===== src/rtl/br_amba_apb_demux.sv =====
// rtl/br_amba_apb_demux.sv - APB address-decode fan-out with local error termination and access timeout
package br_amba;
  localparam int ApbProtWidth = 3;
endpackage

module br_amba_apb_demux #(
  parameter int AddrWidth       = 12,
  parameter int DataWidth       = 32,
  parameter int NumSubordinates = 4,
  parameter int SubAddrWidth    = 10,
  parameter int TimeoutCycles   = 256
) (
  input  logic                                 clk,
  input  logic                                 rst_n,
  input  logic [AddrWidth-1:0]                 paddr,
  input  logic                                 psel,
  input  logic                                 penable,
  input  logic [br_amba::ApbProtWidth-1:0]     pprot,
  input  logic [DataWidth/8-1:0]               pstrb,
  input  logic                                 pwrite,
  input  logic [DataWidth-1:0]                 pwdata,
  output logic [DataWidth-1:0]                 prdata,
  output logic                                 pready,
  output logic                                 pslverr,
  output logic [NumSubordinates-1:0]           m_psel,
  output logic                                 m_penable,
  output logic [AddrWidth-1:0]                 m_paddr,
  output logic [br_amba::ApbProtWidth-1:0]     m_pprot,
  output logic [DataWidth/8-1:0]               m_pstrb,
  output logic                                 m_pwrite,
  output logic [DataWidth-1:0]                 m_pwdata,
  input  logic [NumSubordinates*DataWidth-1:0] m_prdata,
  input  logic [NumSubordinates-1:0]           m_pready,
  input  logic [NumSubordinates-1:0]           m_pslverr
);
  localparam int IdxWidth = $clog2(NumSubordinates);
  localparam int CntWidth = (TimeoutCycles < 2) ? 1 : $clog2(TimeoutCycles + 1);

  typedef enum logic [3:0] {
    IDLE   = 4'b0001,
    SETUP  = 4'b0010,
    ACCESS = 4'b0100,
    DONE   = 4'b1000
  } state_t;

  state_t                state;
  logic [CntWidth-1:0]   count;
  logic [IdxWidth-1:0]   idx;
  logic                  mapped;
  logic                  sel_ready;
  logic                  sel_err;
  logic [DataWidth-1:0]  sel_rdata;
  logic                  timed_out;

  assign idx    = paddr[SubAddrWidth +: IdxWidth];
  assign mapped = ({1'b0, idx} < (IdxWidth + 1)'(NumSubordinates));

  // The registered one-hot select doubles as the response mux, so the
  // ready/error/data of non-selected subordinates never reach the upstream.
  assign sel_ready = |(m_pready & m_psel);
  assign sel_err   = |(m_pslverr & m_psel);

  always_comb begin
    sel_rdata = '0;
    for (int i = 0; i < NumSubordinates; i++) begin
      if (m_psel[i]) sel_rdata = sel_rdata | m_prdata[i*DataWidth +: DataWidth];
    end
  end

  assign timed_out = (TimeoutCycles != 0) && (count == CntWidth'(TimeoutCycles - 1));

  always_ff @(posedge clk or negedge rst_n) begin
    if (!rst_n) begin
      state     <= IDLE;
      count     <= '0;
      prdata    <= '0;
      pready    <= 1'b0;
      pslverr   <= 1'b0;
      m_psel    <= '0;
      m_penable <= 1'b0;
      m_paddr   <= '0;
      m_pprot   <= '0;
      m_pstrb   <= '0;
      m_pwrite  <= 1'b0;
      m_pwdata  <= '0;
    end else begin
      case (state)
        IDLE: begin
          if (psel && !penable) begin
            m_paddr  <= paddr;
            m_pprot  <= pprot;
            m_pstrb  <= pstrb;
            m_pwrite <= pwrite;
            m_pwdata <= pwdata;
            if (mapped) begin
              m_psel <= NumSubordinates'(1) << idx;
              state  <= SETUP;
            end else begin
              pready  <= 1'b1;
              pslverr <= 1'b1;
              prdata  <= '0;
              state   <= DONE;
            end
          end
        end
        SETUP: begin
          m_penable <= 1'b1;
          state     <= ACCESS;
        end
        ACCESS: begin
          if (count != '1) count <= count + CntWidth'(1);
          if (sel_ready) begin
            pready    <= 1'b1;
            prdata    <= sel_rdata;
            pslverr   <= sel_err;
            m_psel    <= '0;
            m_penable <= 1'b0;
            state     <= DONE;
          end else if (timed_out) begin
            // Dropping m_psel mid-access aborts the hung subordinate.
            pready    <= 1'b1;
            prdata    <= '0;
            pslverr   <= 1'b1;
            m_psel    <= '0;
            m_penable <= 1'b0;
            state     <= DONE;
          end
        end
        DONE: begin
          pready  <= 1'b0;
          pslverr <= 1'b0;
          prdata  <= '0;
          count   <= '0;
          state   <= IDLE;
        end
        default: state <= IDLE;
      endcase
    end
  end

  a_psel_onehot: assert property (@(posedge clk) disable iff (!rst_n)
    ((state == SETUP || state == ACCESS) ? $onehot(m_psel) : (m_psel == '0)));

  a_upstream_held: assert property (@(posedge clk) disable iff (!rst_n)
    (state == IDLE || psel));

endmodule

===== config.mk =====
export PLATFORM = sky130hd
export DESIGN_NAME = br_amba_apb_demux
export DESIGN_NICKNAME = d
export VERILOG_FILES = /design/src/rtl/br_amba_apb_demux.sv
export SDC_FILE = /design/constraint.sdc
export NUM_CORES = 1
export LEC_CHECK = 0
export ABC_AREA = 1
export CAP_MARGIN = 0
export CELL_PAD_IN_SITES_DETAIL_PLACEMENT = 0
export CELL_PAD_IN_SITES_GLOBAL_PLACEMENT = 1
export CORE_MARGIN = 2
export CORE_UTILIZATION = 27
export DETAILED_ROUTE_END_ITERATION = 10
export PLACE_DENSITY = 0.81
export SETUP_SLACK_MARGIN = 0.15
export SLEW_MARGIN = 5
export SYNTH_ARGS = -nofsm -noshare
export SYNTH_HDL_FRONTEND = slang
export SYNTH_SLANG_ARGS = --single-unit

===== constraint.sdc =====
create_clock -name clk -period 1.9 [get_ports clk]
set_input_delay 0.19 -clock clk [delete_from_list [all_inputs] [get_ports clk]]
set_output_delay 0.19 -clock clk [all_outputs]
set_load 0.03 [all_outputs]

==> flow_summary_export.csv <==
group,metric,value,unit
worst_setup_path,critical_path.startpoint_type,"flip-flop",
min_path,hold_class,"in -> reg",
die,core.rowCount,51,
pwr,swShare,0.2188,
grt,grt_pass1_vias,5340,
timing,fin_worst_setup_slack,0.08170,ns
grt,grt_util_met3,0.04735,
synth,cells_after_synth,683,
final_layout,final_cell_mix,"nand2_1, clkdlybuf4s50_1, dfrtp_1",
final_layout,finalInstanceArea,8982,sq um
placement,detailedPlacementHpwl,12.26,mm
detailed_routing,drt_pass1_iterations,4,
worst_setup_path,worstSetupStartpoint,"count[1]",
grt,grt.total_usage,0.1653,
die,fp.dieArea,20860,sq um
grt,globalRouteMet1Util,0.1957,
grt,antenna_violations_before_repair,1,
worst_setup_path,criticalPathCategory,"reg -> reg",
placement,place_area,8402,sq um
grt,grt_overflow_total,0,
synth,synth_largest_type_area_fraction,0.4841,
final_layout,filler_cell_count,1959,
pwr,p_int,3464,uW
detailed_routing,routed_wirelength,17.35,mm
pwr,static_leakage,0.004168,uW
synth,ys_top_cells_by_area,"dfrtp_1, nand2_1, nand3_2",
grt,gr-usage-met2,0.2861,
timing,timing.slew.headroom,0.6195,
timing,timing_worst_slew_pin_value,0.5708,ns
synth,ys_ff_latch,104,
timing,finalSetupViolations,0,
timing,report.final.hold_viol_count,0,
clock_tree,clk_root_buffer_cell,"clkbuf_16",
final_layout,final_util,0.4630,
synth,synth_area_leader_cell,"dfrtp_1",
die,die_y,144.4,um
clock_tree,clkTransAtPathRegs,0.07,ns
grt,grt_max_degree,55,
synth,yosys_warnings,0,
worst_setup_path,timing.critical_path.fanout_max,8,
worst_setup_path,critical_path.endpoint,"prdata[0]",
timing,fmax,550.0,MHz
worst_setup_path,rr_worst_depth,11,
job,max_cap_viol_count,0,
synth,synth.yosys.seq_area_share,0.4891,
pwr,share_seq_of_total_power,0.499,
clock_tree,tritoncts.num_buffers,9,
worst_setup_path,regToRegSetupSlack,0.08,ns
pwr,share_clk_of_total_power,0.399,
synth,avgSynthCellArea,7.795,sq um
die,floorplan.io_pins,283,
timing,setup_tns,0,ns
worst_setup_path,crit_path_end_kind,"flip-flop",
synth,net_count_after_synthesis,878,
worst_setup_path,worst_ep_arrival_time,2.06,ns
detailed_routing,remaining_drc_errors,0,
detailed_routing,drt-vias-per-instance,4.363,
clock_tree,cts_tree,"yes",
grt,global_route_wire_length_before_repair,26.85,mm
timing,fin_worst_skew,0.008132,ns
timing,rsz0062_at_grt,"yes",
synth,post_synth_num_cell_types,27,
detailed_routing,drt_first_iter_violations,247,
placement,gp_routability_congestion,0.7677,
timing,timing.final.crit_share,0.9570,
worst_setup_path,cp_data_required_time,2.14,ns
final_layout,drive_above_1_share,0.1288,
pwr,switching_power,970.2,uW
detailed_routing,vias,5428,
final_layout,nets,1168,
final_layout,area_growth_syn_to_layout,68.72,%
worst_setup_path,worst_r2r_startpoint,"count[1]",
pwr,pd_cells,493.6,nW/um^2
pwr,total_power,4434,uW
final_layout,mostFrequentLayoutCell,"nand2_1",
pwr,combinationalPowerShare,0.102,
run_status,outcome,"finished, final reports clean",
die,start_util,0.2744,
clock_tree,h-tree-depth,3,
placement,place.port_buffers,282,
placement,placement.setup.worst_slack,-0.06832,ns
clock_tree,cts_max_path_buffers,2,
pwr,max-vdd-ir-drop,0.3101,mV
die,floorplan_core_area,19400,sq um
clock_tree,clkLatencyLatePin,0.35,ns
synth,mappedNetlistArea,5324,sq um
detailed_routing,drt_antenna_net_count,0,
detailed_routing,routedWlPerCell,13.94,um
worst_setup_path,timing.rr.end,"prdata[0]",
timing,report.final.slew_viol_count,0,
die,dieWidth,144.4,um
timing,min_period,1.818,ns
clock_tree,cts_num_sinks,104,
grt,gr-max-usage-layer,"met2",
## metal layers
metal | up-vias | share of wire
met5 | - | 0
met4 | 0 | 0.019
met3 | 21 | 0.077
met2 | 204 | 0.48
met1 | 2451 | 0.42
li1 | 2752 | -
## Yosys cell counts, drive strengths merged
| cell type | number |
|---|---|
| nand4 | 37 |
| buf | 19 |
| o21ai | 10 |
| ha | 3 |
| clkbuf | 17 |
| o22ai | 1 |
| nor2 | 17 |
| nand3 | 47 |
| inv | 21 |
| nor3 | 1 |
| nand2 | 402 |
| dfstp | 1 |
| dfrtp | 103 |
| clkinv | 1 |
| a21oi | 3 |
## critical path: stages (launching register included)
cell	delay (ns)
dfrtp_1	0.36
ha_2	0.21
nand2_4	0.06
nor2_4	0.09
nand2_2	0.08
nor3_4	0.19
ha_2	0.20
inv_2	0.06
nand2_8	0.20
nand2_4	0.13
nand3_2	0.07
nand2_1	0.04
## area by class of cell
class | instances | area (sq um) | area share
antenna | 1 | 2.502 | 0.0002786
clock buffer | 9 | 225.2 | 0.02507
clock inverter | 7 | 53.80 | 0.005990
inverter | 22 | 86.33 | 0.009611
multi-input combinational | 528 | 2634 | 0.2932
sequential | 104 | 2604 | 0.2899
tap | 265 | 331.6 | 0.03691
timing repair buffer | 308 | 3045 | 0.3390
## cells by family (layout without fill, tap and decap cells)
group	after synthesis	after routing	synth area share
other	0	1	0
AND/OR/NAND/NOR	504	511	0.4322
flip-flops	104	104	0.4891
AO/OA/AOI/OAI	14	14	0.01339
adder cells (fa/ha/maj)	3	3	0.007051
buffers and inverters	58	346	0.05828
## flip-flops by register name (all words and copies together), names as in the netlist
register,flops
pready,1
m_pwrite,1
count,9
state,4
m_pprot,3
m_penable,1
pslverr,1
prdata,32
m_pwdata,32
m_pstrb,4
m_paddr,12
m_psel,4
## per-stage QoR
step	cells	hold WS, ns
finish	1244	0.3685
global route	1243	0.3598
CTS	1234	0.3482
detailed placement	1210	0.2028
global placement	1210	0.1992
floorplan	683	-0.1056
## what timing repair did
action                                  in CTS  in global routing
gates resized for setup                      8                 26
buffers inserted                             2                  7
cloned                                       5                  2
endpoints found under the hold margin       34                  0
endpoints found under the setup margin      49                 49
hold buffers                                 1                  0
pin swaps                                    2                 15
## power by group through the flow
stage               registers, uW  logic, uW  clock network (uW)
global placement             2260        456                   0
global route                 2210        490                1950
CTS                          2210        458                1870
finish                       2210        452                1770
detailed placement           2260        454                   0
floorplan                    2260       3.86                   0
## worst min path at each step
stage	slack [ns]	endpoint	cells after the start	start
2_1_floorplan	-0.11	count[0]	0	rst_n
3_5_place_dp	0.20	m_paddr[7]	1	rst_n
6_report	0.37	m_pwdata[15]	3	pwdata[15]
4_1_cts	0.35	m_pwdata[23]	3	pwdata[23]
3_3_place_gp	0.20	m_paddr[5]	1	rst_n
5_1_grt	0.36	m_pwdata[15]	3	pwdata[15]
(Power assumes the default switching activity.)
